<file path="config.mk">
export PLATFORM = sky130hd
export DESIGN_NAME = fetch_module_flat
export DESIGN_NICKNAME = d
export VERILOG_FILES = /design/src/rtl/fetch_module_pkg.sv /design/src/rtl/fetch_module_if.sv /design/src/rtl/fetch_module_queue.sv /design/src/rtl/fetch_module.sv /design/src/flat_wrapper.sv
export SDC_FILE = /design/constraint.sdc
export NUM_CORES = 1
export LEC_CHECK = 0
export ABC_AREA = 0
export BUFFER_PORTS_ARGS = -buffer_cell sky130_fd_sc_hd__buf_2
export CAP_MARGIN = 0
export CORE_ASPECT_RATIO = 0.8
export CORE_MARGIN = 2
export CORE_UTILIZATION = 60
export CTS_BUF_LIST = sky130_fd_sc_hd__clkbuf_2
export CTS_CLUSTER_SIZE = 40
export DETAILED_ROUTE_END_ITERATION = 10
export GPL_ROUTABILITY_DRIVEN = 0
export GPL_TIMING_DRIVEN = 0
export PLACE_DENSITY = 0.81
export SYNTH_ARGS = -nofsm -noshare
export SYNTH_HDL_FRONTEND = slang
export SYNTH_SLANG_ARGS = --single-unit
</file>
<file path="constraint.sdc">
create_clock -name in_clk -period 4.7 [get_ports in_clk]
set_input_delay 0.94 -clock in_clk [delete_from_list [all_inputs] [get_ports in_clk]]
set_output_delay 0.94 -clock in_clk [all_outputs]
set_load 0.01 [all_outputs]
</file>
<file path="src/rtl/fetch_module_pkg.sv">
// Shared types and constants for the fetch front end.
package fetch_module_pkg;

    localparam int INSN_SIZE = 32;
    localparam int PC_SIZE   = 64;
    localparam logic [INSN_SIZE-1:0] HLT_ENCODING = 32'hD440_0000;

    typedef enum logic [1:0] {
        FETCH_IDLE,
        FETCH_RUN,
        FETCH_HALT_PEND,
        FETCH_HALTED
    } fetch_state_t;

    typedef struct packed {
        logic [INSN_SIZE-1:0] insn;
        logic [PC_SIZE-1:0]   pc;
    } fq_entry_t;

    function automatic logic is_hlt(input logic [INSN_SIZE-1:0] word);
        return word == HLT_ENCODING;
    endfunction

endpackage

</file>
<file path="src/rtl/fetch_module_if.sv">
// Fetch-unit bundle: control from the core, instruction-memory port and dispatch port.
interface fetch_module_if #(
    parameter int IMEM_AW = 10
) ();
    import fetch_module_pkg::*;

    logic                 in_start;
    logic                 in_stall;
    logic                 in_redirect;
    logic [PC_SIZE-1:0]   in_redirect_pc;
    logic                 out_imem_req;
    logic [IMEM_AW-1:0]   out_imem_addr;
    logic [INSN_SIZE-1:0] in_imem_data;
    logic [INSN_SIZE-1:0] out_insnbits;
    logic [PC_SIZE-1:0]   out_pc;
    logic                 out_fetch_done;
    logic                 out_halted;

    modport master (
        input  in_start, in_stall, in_redirect, in_redirect_pc, in_imem_data,
        output out_imem_req, out_imem_addr, out_insnbits, out_pc, out_fetch_done, out_halted
    );

    modport slave (
        output in_start, in_stall, in_redirect, in_redirect_pc, in_imem_data,
        input  out_imem_req, out_imem_addr, out_insnbits, out_pc, out_fetch_done, out_halted
    );

endinterface

</file>
<file path="src/rtl/fetch_module_queue.sv">
// Circular fetch queue of {insn, pc}; flush wins over push/pop in the same cycle.
module fetch_queue
    import fetch_module_pkg::*;
#(
    parameter int DEPTH = 4,
    localparam int PW = $clog2(DEPTH),
    localparam int CW = $clog2(DEPTH) + 1
) (
    input  logic          clk,
    input  logic          rst_n,
    input  logic          push,
    input  fq_entry_t     push_data,
    input  logic          pop,
    input  logic          flush,
    output logic          full,
    output logic          empty,
    output fq_entry_t     head,
    output logic [CW-1:0] count
);

    fq_entry_t     entries [DEPTH];
    logic [PW-1:0] head_ptr;
    logic [PW-1:0] tail_ptr;
    logic          do_push;
    logic          do_pop;

    assign full  = (count == CW'(DEPTH));
    assign empty = (count == '0);
    assign head  = entries[head_ptr];

    // A push into a full queue is still legal when the head leaves in the same cycle.
    assign do_pop  = pop && !empty;
    assign do_push = push && (!full || do_pop);

    always_ff @(posedge clk or negedge rst_n) begin
        if (!rst_n) begin
            head_ptr <= '0;
            tail_ptr <= '0;
            count    <= '0;
        end else if (flush) begin
            head_ptr <= '0;
            tail_ptr <= '0;
            count    <= '0;
        end else begin
            if (do_push) begin
                tail_ptr <= tail_ptr + PW'(1);
            end
            if (do_pop) begin
                head_ptr <= head_ptr + PW'(1);
            end
            count <= count + CW'(do_push) - CW'(do_pop);
        end
    end

    always_ff @(posedge clk) begin
        if (do_push && !flush) begin
            entries[tail_ptr] <= push_data;
        end
    end

endmodule

</file>
<file path="src/rtl/fetch_module.sv">
// Instruction fetch: PC, one-deep memory read pipeline, epoch tagging and halt sequencing.
module fetch_module
    import fetch_module_pkg::*;
#(
    parameter int                 FQ_DEPTH = 4,
    parameter int                 IMEM_AW  = 10,
    parameter logic [PC_SIZE-1:0] RESET_PC = '0
) (
    input  logic           in_clk,
    input  logic           in_rst,
    fetch_module_if.master bus
);

    localparam int CW = $clog2(FQ_DEPTH) + 1;

    fetch_state_t       state;
    fetch_state_t       state_next;
    logic [PC_SIZE-1:0] pc;
    logic               epoch;
    logic               inflight;
    logic               inflight_epoch;
    logic [PC_SIZE-1:0] inflight_pc;

    logic               redirect_ok;
    logic               resp_valid;
    logic               resp_hlt;
    logic               has_room;
    logic               issue;

    logic               q_push;
    logic               q_pop;
    logic               q_full;
    logic               q_empty;
    fq_entry_t          q_head;
    fq_entry_t          q_push_data;
    logic [CW-1:0]      q_count;

    assign redirect_ok = bus.in_redirect && (state != FETCH_IDLE);
    assign resp_valid  = inflight && (inflight_epoch == epoch);
    assign resp_hlt    = resp_valid && is_hlt(bus.in_imem_data);
    assign has_room    = !q_full && ((int'(q_count) + int'(inflight)) < FQ_DEPTH);

    assign q_push_data.insn = bus.in_imem_data;
    assign q_push_data.pc   = inflight_pc;
    assign q_push = resp_valid && !redirect_ok;
    assign q_pop  = !q_empty && !bus.in_stall && !redirect_ok;

    fetch_queue #(
        .DEPTH (FQ_DEPTH)
    ) u_queue (
        .clk       (in_clk),
        .rst_n     (in_rst),
        .push      (q_push),
        .push_data (q_push_data),
        .pop       (q_pop),
        .flush     (redirect_ok),
        .full      (q_full),
        .empty     (q_empty),
        .head      (q_head),
        .count     (q_count)
    );

    // The word after HLT is never requested, so the issue is held off in the cycle HLT returns.
    always_comb begin
        state_next = state;
        issue      = 1'b0;
        case (state)
            FETCH_IDLE: begin
                if (bus.in_start) begin
                    state_next = FETCH_RUN;
                end
            end
            FETCH_RUN: begin
                issue = has_room && !redirect_ok && !resp_hlt;
                if (redirect_ok) begin
                    state_next = FETCH_RUN;
                end else if (resp_hlt) begin
                    state_next = FETCH_HALT_PEND;
                end
            end
            FETCH_HALT_PEND: begin
                if (redirect_ok) begin
                    state_next = FETCH_RUN;
                end else if (q_empty && !inflight) begin
                    state_next = FETCH_HALTED;
                end
            end
            FETCH_HALTED: begin
                if (redirect_ok) begin
                    state_next = FETCH_RUN;
                end
            end
            default: begin
                state_next = FETCH_IDLE;
            end
        endcase
    end

    always_ff @(posedge in_clk or negedge in_rst) begin
        if (!in_rst) begin
            state          <= FETCH_IDLE;
            pc             <= RESET_PC;
            epoch          <= 1'b0;
            inflight       <= 1'b0;
            inflight_epoch <= 1'b0;
            inflight_pc    <= '0;
        end else begin
            state <= state_next;
            if (redirect_ok) begin
                pc       <= bus.in_redirect_pc & ~PC_SIZE'(3);
                epoch    <= ~epoch;
                inflight <= 1'b0;
            end else begin
                inflight <= issue;
                if (issue) begin
                    pc             <= pc + PC_SIZE'(4);
                    inflight_pc    <= pc;
                    inflight_epoch <= epoch;
                end
            end
        end
    end

    assign bus.out_imem_req   = issue;
    assign bus.out_imem_addr  = issue ? pc[IMEM_AW+1:2] : '0;
    assign bus.out_fetch_done = !q_empty;
    assign bus.out_insnbits   = q_empty ? '0 : q_head.insn;
    assign bus.out_pc         = q_empty ? '0 : q_head.pc;
    assign bus.out_halted     = (state == FETCH_HALTED);

endmodule

</file>
<file path="src/flat_wrapper.sv">
// flat-port wrapper written by rule: the top's interface ports become plain ports
module fetch_module_flat import fetch_module_pkg::*;
#(
    parameter int                 FQ_DEPTH = 4,
    parameter int                 IMEM_AW  = 10,
    parameter logic [PC_SIZE-1:0] RESET_PC = '0
)
  (in_clk, in_rst, bus_in_start, bus_in_stall, bus_in_redirect, bus_in_redirect_pc, bus_in_imem_data, bus_out_imem_req, bus_out_imem_addr, bus_out_insnbits, bus_out_pc, bus_out_fetch_done, bus_out_halted);
  fetch_module_if #(.IMEM_AW(IMEM_AW)) bus_i ();
  input  logic in_clk;
  input  logic in_rst;
  input wire logic [$bits(bus_i.in_start)-1:0] bus_in_start;
  input wire logic [$bits(bus_i.in_stall)-1:0] bus_in_stall;
  input wire logic [$bits(bus_i.in_redirect)-1:0] bus_in_redirect;
  input wire logic [$bits(bus_i.in_redirect_pc)-1:0] bus_in_redirect_pc;
  input wire logic [$bits(bus_i.in_imem_data)-1:0] bus_in_imem_data;
  output wire logic [$bits(bus_i.out_imem_req)-1:0] bus_out_imem_req;
  output wire logic [$bits(bus_i.out_imem_addr)-1:0] bus_out_imem_addr;
  output wire logic [$bits(bus_i.out_insnbits)-1:0] bus_out_insnbits;
  output wire logic [$bits(bus_i.out_pc)-1:0] bus_out_pc;
  output wire logic [$bits(bus_i.out_fetch_done)-1:0] bus_out_fetch_done;
  output wire logic [$bits(bus_i.out_halted)-1:0] bus_out_halted;
  assign bus_i.in_start = bus_in_start;
  assign bus_i.in_stall = bus_in_stall;
  assign bus_i.in_redirect = bus_in_redirect;
  assign bus_i.in_redirect_pc = bus_in_redirect_pc;
  assign bus_i.in_imem_data = bus_in_imem_data;
  assign bus_out_imem_req = bus_i.out_imem_req;
  assign bus_out_imem_addr = bus_i.out_imem_addr;
  assign bus_out_insnbits = bus_i.out_insnbits;
  assign bus_out_pc = bus_i.out_pc;
  assign bus_out_fetch_done = bus_i.out_fetch_done;
  assign bus_out_halted = bus_i.out_halted;
  fetch_module #(.FQ_DEPTH(FQ_DEPTH), .IMEM_AW(IMEM_AW), .RESET_PC(RESET_PC)) u_core (.in_clk(in_clk), .in_rst(in_rst), .bus(bus_i));
endmodule
</file>
==> impl_metrics.py, run 1 <==
metrics = {
    "global_routing": {
        "grt_first_pass_wirelength_mm": 74.8,
        "grt_max_degree": 96,
        "antenna_found_initial": 1,
        "overflow": 0,
        "first_global_vias": 13224,
        "track_usage_pct": 26.9,
    },
    "timing": {
        "finalWorstSetupSlack_ns": 0.249,
        "finalSetupTns_ns": 0,
        "finalHoldViolCount": 0,
        "setup_viol_count_final": 0,
        "slew_violations": 0,
        "tightest_slew_ns": 1.03,
        "finalClockSkew_ns": 0.0479,
        "slew_headroom_pct": 31.1,
        "holdWs_ns": 0.155,
        "period_share_pct": 94.7,
        "timing.fmax_mhz": 225,
        "fin_crit_ns": 4.45,
        "rsz0062_at_grt": "no",
    },
    "route": {
        "wl_per_cell_microns": 21.3,
        "highest_layer": "met4",
        "met3WireLength_mm": 4.28,
        "dr_wl_met2_mm": 22.8,
        "drt_iter0_markers": 1457,
        "vias": 13391,
        "wl_met1_mm": 20.6,
        "totalWireLength_mm": 49.0,
        "drc": 0,
        "dr.pass1.iters": 6,
        "ant_nets": 0,
        "viasPerCell": 5.83,
    },
    "critical_path": {
        "crit_fanout": 10,
        "arrival_ns": 3.51,
        "rr_worst_depth": 14,
        "start_kind": "flop",
        "regToRegStartpoint": "u_core.state[0]",
        "critical_path_class": "flop to output pin",
        "worstSetupEndpointType": "output pin",
        "cp.required_ns": 3.76,
        "rrSetupSlack_ns": 1.20,
        "worst_r2r_endpoint": "u_core.u_queue.count[2]",
    },
    "synthesis": {
        "synth_area_sq_um": 21200,
        "synth_ff_type": "edfxtp_1",
        "yosysMostFrequentCell": "edfxtp_1",
        "synthTopCellsByCount": "edfxtp_1, nand2_1, dfrtp_1",
        "synth_cell_types": 59,
        "ys_ff_latch": 512,
        "ys_warn_count": 0,
        "synthCells": 1391,
        "synth_top_area_share_pct": 53.4,
        "synth_edf_count": 376,
        "ys_top_cells_by_area": "edfxtp_1, dfrtp_1, mux4_2",
        "syn_area_per_cell_sq_um": 15.2,
        "ys_async_sr_fraction_pct": 26.6,
        "ys_seq_area_share_pct": 69.5,
        "synth_top_area_cell": "edfxtp_1",
    },
    "cts": {
        "cts.sinks": 512,
        "cts_buffer_depth": 3,
        "clk_transition_reported_paths_ns": 0.11,
        "clock-root-buffer": "clkbuf_2",
        "h-tree-depth": 3,
        "cts_tree": "yes",
        "insertion_delay_ns": 1.00,
        "cts_buffers": 116,
    },
    "die": {
        "num_rows": 61,
        "die_y_microns": 172,
        "io_pins": 210,
        "dieArea_sq_um": 36800,
        "die_x_microns": 214,
        "core_area_sq_um": 34700,
        "initial_core_util_pct": 60.9,
    },
    "placed_design": {
        "place_hpwl_mm": 32.2,
        "dp_cells": 2074,
        "portBuffers": 205,
        "dp_worst_setup_slack_ns": 0.197,
    },
    "finish": {
        "fin_util_pct": 69.4,
        "stdcell_count": 2297,
        "area_delta_synth_final_pct": 13.9,
        "num-nets-final": 1838,
        "drive_above_1_share_pct": 29.7,
    },
    "pwr": {
        "internal-power_mw": 8.96,
        "p_sw_share_pct": 36.0,
        "seqPwrFrac_pct": 48.5,
        "p_comb_share_pct": 31.4,
        "p_switching_mw": 5.04,
        "power.share.clock_pct": 20.2,
        "leakagePower_nw": 9.20,
        "max-vdd-ir-drop_uv": 281,
        "cellPowerDensity_nw_per_um2": 581,
    },
    "hold_path": {
        "hp-class": "primary input to flop",
        "min-delay-start": "bus_in_redirect_pc[48]",
        "holdPathEnd": "u_core.pc[48]",
        "whs_path_depth": 3,
    },
    "run_status": {
        "status": "finished, final reports clean",
    },
    "flow_run": {
        "max-cap-violations": 0,
    },
}
[stage by stage]
step / instance area, sq um / power, mW
after floorplan: 21200 / 9.48
after global placement: 22800 / 11.0
after detailed placement: 22900 / 11.2
after CTS: 24100 / 14.0
after global routing: 24100 / 14.8
final: 24100 / 14.0
[layout by cell type, fill, tap and decap left out, types with 3 or more instances in the layout]
cell	instances
and3_1	5
nand3_1	27
clkinv_1	32
dfrtp_1	135
edfxtp_1	376
nor3b_1	3
and2_1	107
nor3_1	35
buf_16	5
a21o_1	10
nand2_1	221
ha_1	12
nor4b_1	3
inv_1	13
a21oi_1	14
nand2b_1	5
clkbuf_2	179
inv_2	3
a211o_1	3
and2_4	4
nand4_1	21
nor4_2	6
buf_2	223
clkbuf_1	41
xnor2_1	51
mux2i_1	4
o21ai_0	45
and4b_1	3
or3_1	5
nor4_1	20
buf_4	6
nor2_1	46
mux4_2	94
buf_1	9
a211oi_1	3
a31oi_1	11
nor4_4	3
[layer usage]
layer | vias to the layer above | track usage (%)
met4 | 0 | 10.9
met5 | - | 0
met1 | 6663 | 39.2
met3 | 89 | 5.17
met2 | 707 | 40.7
li1 | 5932 | -
[logic make-up (layout without fill, tap and decap cells)]
kind of cell	Yosys count	count (layout)	share of synthesized area (%)
buffers and inverters	89	521	1.76
adders and majority gates	13	13	0.804
and+or+nand+nor	529	529	12.8
AOI/OAI and AO/OA	96	96	2.72
other	1	3	0.0177
xor gates and xnor gates	52	52	2.15
muxes	99	99	10.3
DFF	512	512	69.5
[flip-flops by register name, summed over array words and instances, names as in the netlist]
name,count
u_core.inflight_pc,62
u_core.epoch,1
u_core.u_queue.entries,376
u_core.u_queue.tail_ptr,2
u_core.state,2
u_core.u_queue.head_ptr,2
u_core.u_queue.count,3
u_core.inflight_epoch,1
u_core.inflight,1
u_core.pc,62
[worst max-delay path: stages (launching register included)]
cell and delay (ns):
dfrtp_1 0.47, ha_1 0.26, o211a_1 0.25, o22ai_4 0.26, nand2_4 0.15, or2_1 0.24
buf_2 0.18, inv_2 0.14, buf_6 0.19, clkbuf_4 0.22, buf_2 0.16
[worst max-delay path by stage]
stage                                     startpoint                       endpoint  slack, ns  cells past startpoint
after global placement               bus_in_redirect  u_core.u_queue.entries[0][37]      -1.83                      6
after detailed placement        bus_in_imem_data[19]           bus_out_imem_addr[6]       0.20                     10
after CTS                    u_core.u_queue.count[1]               bus_out_imem_req       0.02                     10
final                        u_core.u_queue.count[2]               bus_out_imem_req       0.25                     10
after floorplan                      bus_in_redirect  u_core.u_queue.entries[0][10]       0.36                      5
after global routing      u_core.u_queue.head_ptr[1]                 bus_out_pc[38]       0.02                      6
[power groups by stage]
stage	combinational [mW]	clock, mW	sequential [mW]
3_5_place_dp	4.36	0	6.85
3_3_place_gp	4.21	0	6.81
5_1_grt	4.79	3.12	6.89
2_1_floorplan	2.91	0	6.57
4_1_cts	4.40	2.88	6.75
6_report	4.39	2.82	6.78
[what timing repair did]
item / in CTS / in global routing
buffers inserted: 0 / 3
hold buffers: 1 / 0
hold endpoints to repair: 41 / 0
pin swaps: 0 / 1
resized for setup: 2 / 5
setup endpoints to repair: 3 / 4
gates cloned: 0 / 0
[layout make-up]
type	instances	area, sq um
Sequential cell	512	14700
Fill cell	2375	10600
Multi-Input combinational cell	791	6120
Timing Repair Buffer	214	1200
Clock buffer	178	891
Tap cell	472	591
Buffer	75	329
Clock inverter	40	216
Inverter	14	52.6
Antenna cell	1	2.50
(Power assumes the default switching activity.)
==> run 2, diff against run 1 <==
==> constraint.sdc (replaced) <==
create_clock -name in_clk -period 4.7 [get_ports in_clk]
set_input_delay 0.47 -clock in_clk [delete_from_list [all_inputs] [get_ports in_clk]]
set_output_delay 0.47 -clock in_clk [all_outputs]
set_load 0.01 [all_outputs]
==> run 2 against run 1 <==
  * Flip-flop and latch count stayed put
  * Critical path depth stayed put
  * Clock skew grew 0.018 ns
  * First-iteration DRC count grew 3.1%
  * Combinational power up 1%
  * Die area unchanged
  * Routed wire length up 4.4%
  * Largest power group unchanged
  * Highest routed layer unchanged
==> impl_metrics.py, run 2 (synthesized netlist as in run 1, its figures left out) <==
metrics = {
    "timing": {
        "fin_crit_ns": 4.31,
        "finalSetupTns_ns": 0,
        "rsz0062_at_grt": "no",
        "holdWs_ns": 0.142,
        "finalHoldViolCount": 0,
        "finalClockSkew_ns": 0.0663,
        "tightest_slew_ns": 1.04,
        "period_share_pct": 91.6,
        "setup_viol_count_final": 0,
        "slew_violations": 0,
        "timing.fmax_mhz": 232,
        "slew_headroom_pct": 30.6,
        "finalWorstSetupSlack_ns": 0.393,
    },
    "die": {
        "io_pins": 210,
        "dieArea_sq_um": 36800,
        "core_area_sq_um": 34700,
        "num_rows": 61,
        "die_x_microns": 214,
        "die_y_microns": 172,
        "initial_core_util_pct": 60.9,
    },
    "flow_run": {
        "max-cap-violations": 0,
    },
    "cts": {
        "cts_hold_buf": 98,
        "post_cts_buffers": 0,
        "cts_tree": "yes",
        "cts.sinks": 512,
        "cts_buffers": 116,
        "cts_resized": 0,
        "clock-root-buffer": "clkbuf_2",
        "cts_buffer_depth": 3,
        "clk_transition_reported_paths_ns": 0.11,
        "h-tree-depth": 3,
        "insertion_delay_ns": 1.02,
    },
    "finish": {
        "layout_common_cells": "edfxtp_1, buf_2, nand2_1",
        "regMostFlops": "u_core.u_queue.entries",
        "final_common_cell": "edfxtp_1",
        "drive_above_1_share_pct": 28.1,
        "area_delta_synth_final_pct": 18.3,
        "largest_reg_flops": 376,
        "num-nets-final": 1932,
        "stdcell_area_sq_um": 25000,
        "largestRegisters": "u_core.u_queue.entries x376, u_core.inflight_pc x62, u_core.pc x62",
        "stdcell_count": 2393,
    },
    "critical_path": {
        "start_kind": "flop",
        "critical_path_class": "flop to output pin",
        "crit_fanout": 10,
        "worstSetupEndpointType": "output pin",
        "cp.required_ns": 4.23,
        "setup.worst_path.start": "u_core.u_queue.count[1]",
        "rr_worst_depth": 14,
        "regToRegStartpoint": "u_core.state[0]",
        "worst_r2r_endpoint": "u_core.u_queue.count[2]",
        "arrival_ns": 3.84,
        "rrSetupSlack_ns": 1.20,
    },
    "hold_path": {
        "min-delay-start": "bus_in_start",
        "whs_path_depth": 5,
        "holdPathEnd": "u_core.state[1]",
        "hp-class": "primary input to flop",
    },
    "placed_design": {
        "place_hpwl_mm": 32.2,
        "place_area_sq_um": 22900,
        "dp_cells": 2074,
        "dp_worst_setup_slack_ns": 1.14,
        "portBuffers": 205,
    },
    "global_routing": {
        "antenna_found_initial": 2,
        "overflow": 0,
        "grt_max_degree": 96,
        "track_usage_pct": 28.1,
        "first_global_vias": 14025,
        "grt_first_pass_wirelength_mm": 78.4,
    },
    "route": {
        "ant_nets": 0,
        "wl_per_cell_microns": 21.4,
        "dr.pass1.iters": 8,
        "drt_iter0_markers": 1502,
        "drc": 0,
        "totalWireLength_mm": 51.1,
        "vias": 13921,
        "viasPerCell": 5.82,
    },
    "pwr": {
        "max-vdd-ir-drop_uv": 285,
        "cellPowerDensity_nw_per_um2": 563,
        "leakagePower_nw": 9.58,
    },
    "run_status": {
        "status": "finished, final reports clean",
    },
}
run 2: area by class of cell:
class                      instances  area [sq um]
sequential                       512         14700
multi-input combinational        791          6100
antenna                            3          7.51
timing repair buffer             308          2160
buffer                            75           320
tap                              472           591
fill                            2235          9690
clock buffer                     178           891
clock inverter                    40           216
inverter                          14          52.6
run 2: worst max path at each step:
stage / end / slack, ns
2_1_floorplan: u_core.u_queue.entries[0][10] / 0.73
3_3_place_gp: u_core.u_queue.entries[0][37] / -1.36
3_5_place_dp: bus_out_imem_addr[6] / 1.14
4_1_cts: bus_out_imem_req / 0.34
5_1_grt: bus_out_imem_req / 0.17
6_report: bus_out_imem_req / 0.39
run 2: critical path, cell delays in order, from the launching register on:
cell and delay (ns):
dfrtp_1 0.46, ha_1 0.25, o211a_1 0.22, o22ai_2 0.32, nand2_2 0.24, or2_1 0.27, buf_2 0.18, inv_2 0.14
buf_2 0.32, buf_2 0.28, buf_2 0.18
run 2: metal layers:
metal	vias up	global-route usage (%)	wire length, microns
met1	6896	39.7	21400
met2	779	43.7	24100
li1	6139	-	-
met4	0	11.7	1540
met5	-	0	0
met3	107	5.61	4120
run 2: metrics by stage:
step	total power, mW	utilization, %
3_3_place_gp	11.0	65.6
2_1_floorplan	9.48	-
4_1_cts	14.1	72.1
5_1_grt	14.9	72.1
3_5_place_dp	11.2	66.0
6_report	14.1	72.1
run 2: report_power, final:
group | switching (mW) | internal, mW | leakage [nW]
Sequential | 0.853 | 5.93 | 5.08
Clock | 1.72 | 1.12 | 0.835
Combinational | 2.52 | 1.93 | 3.66
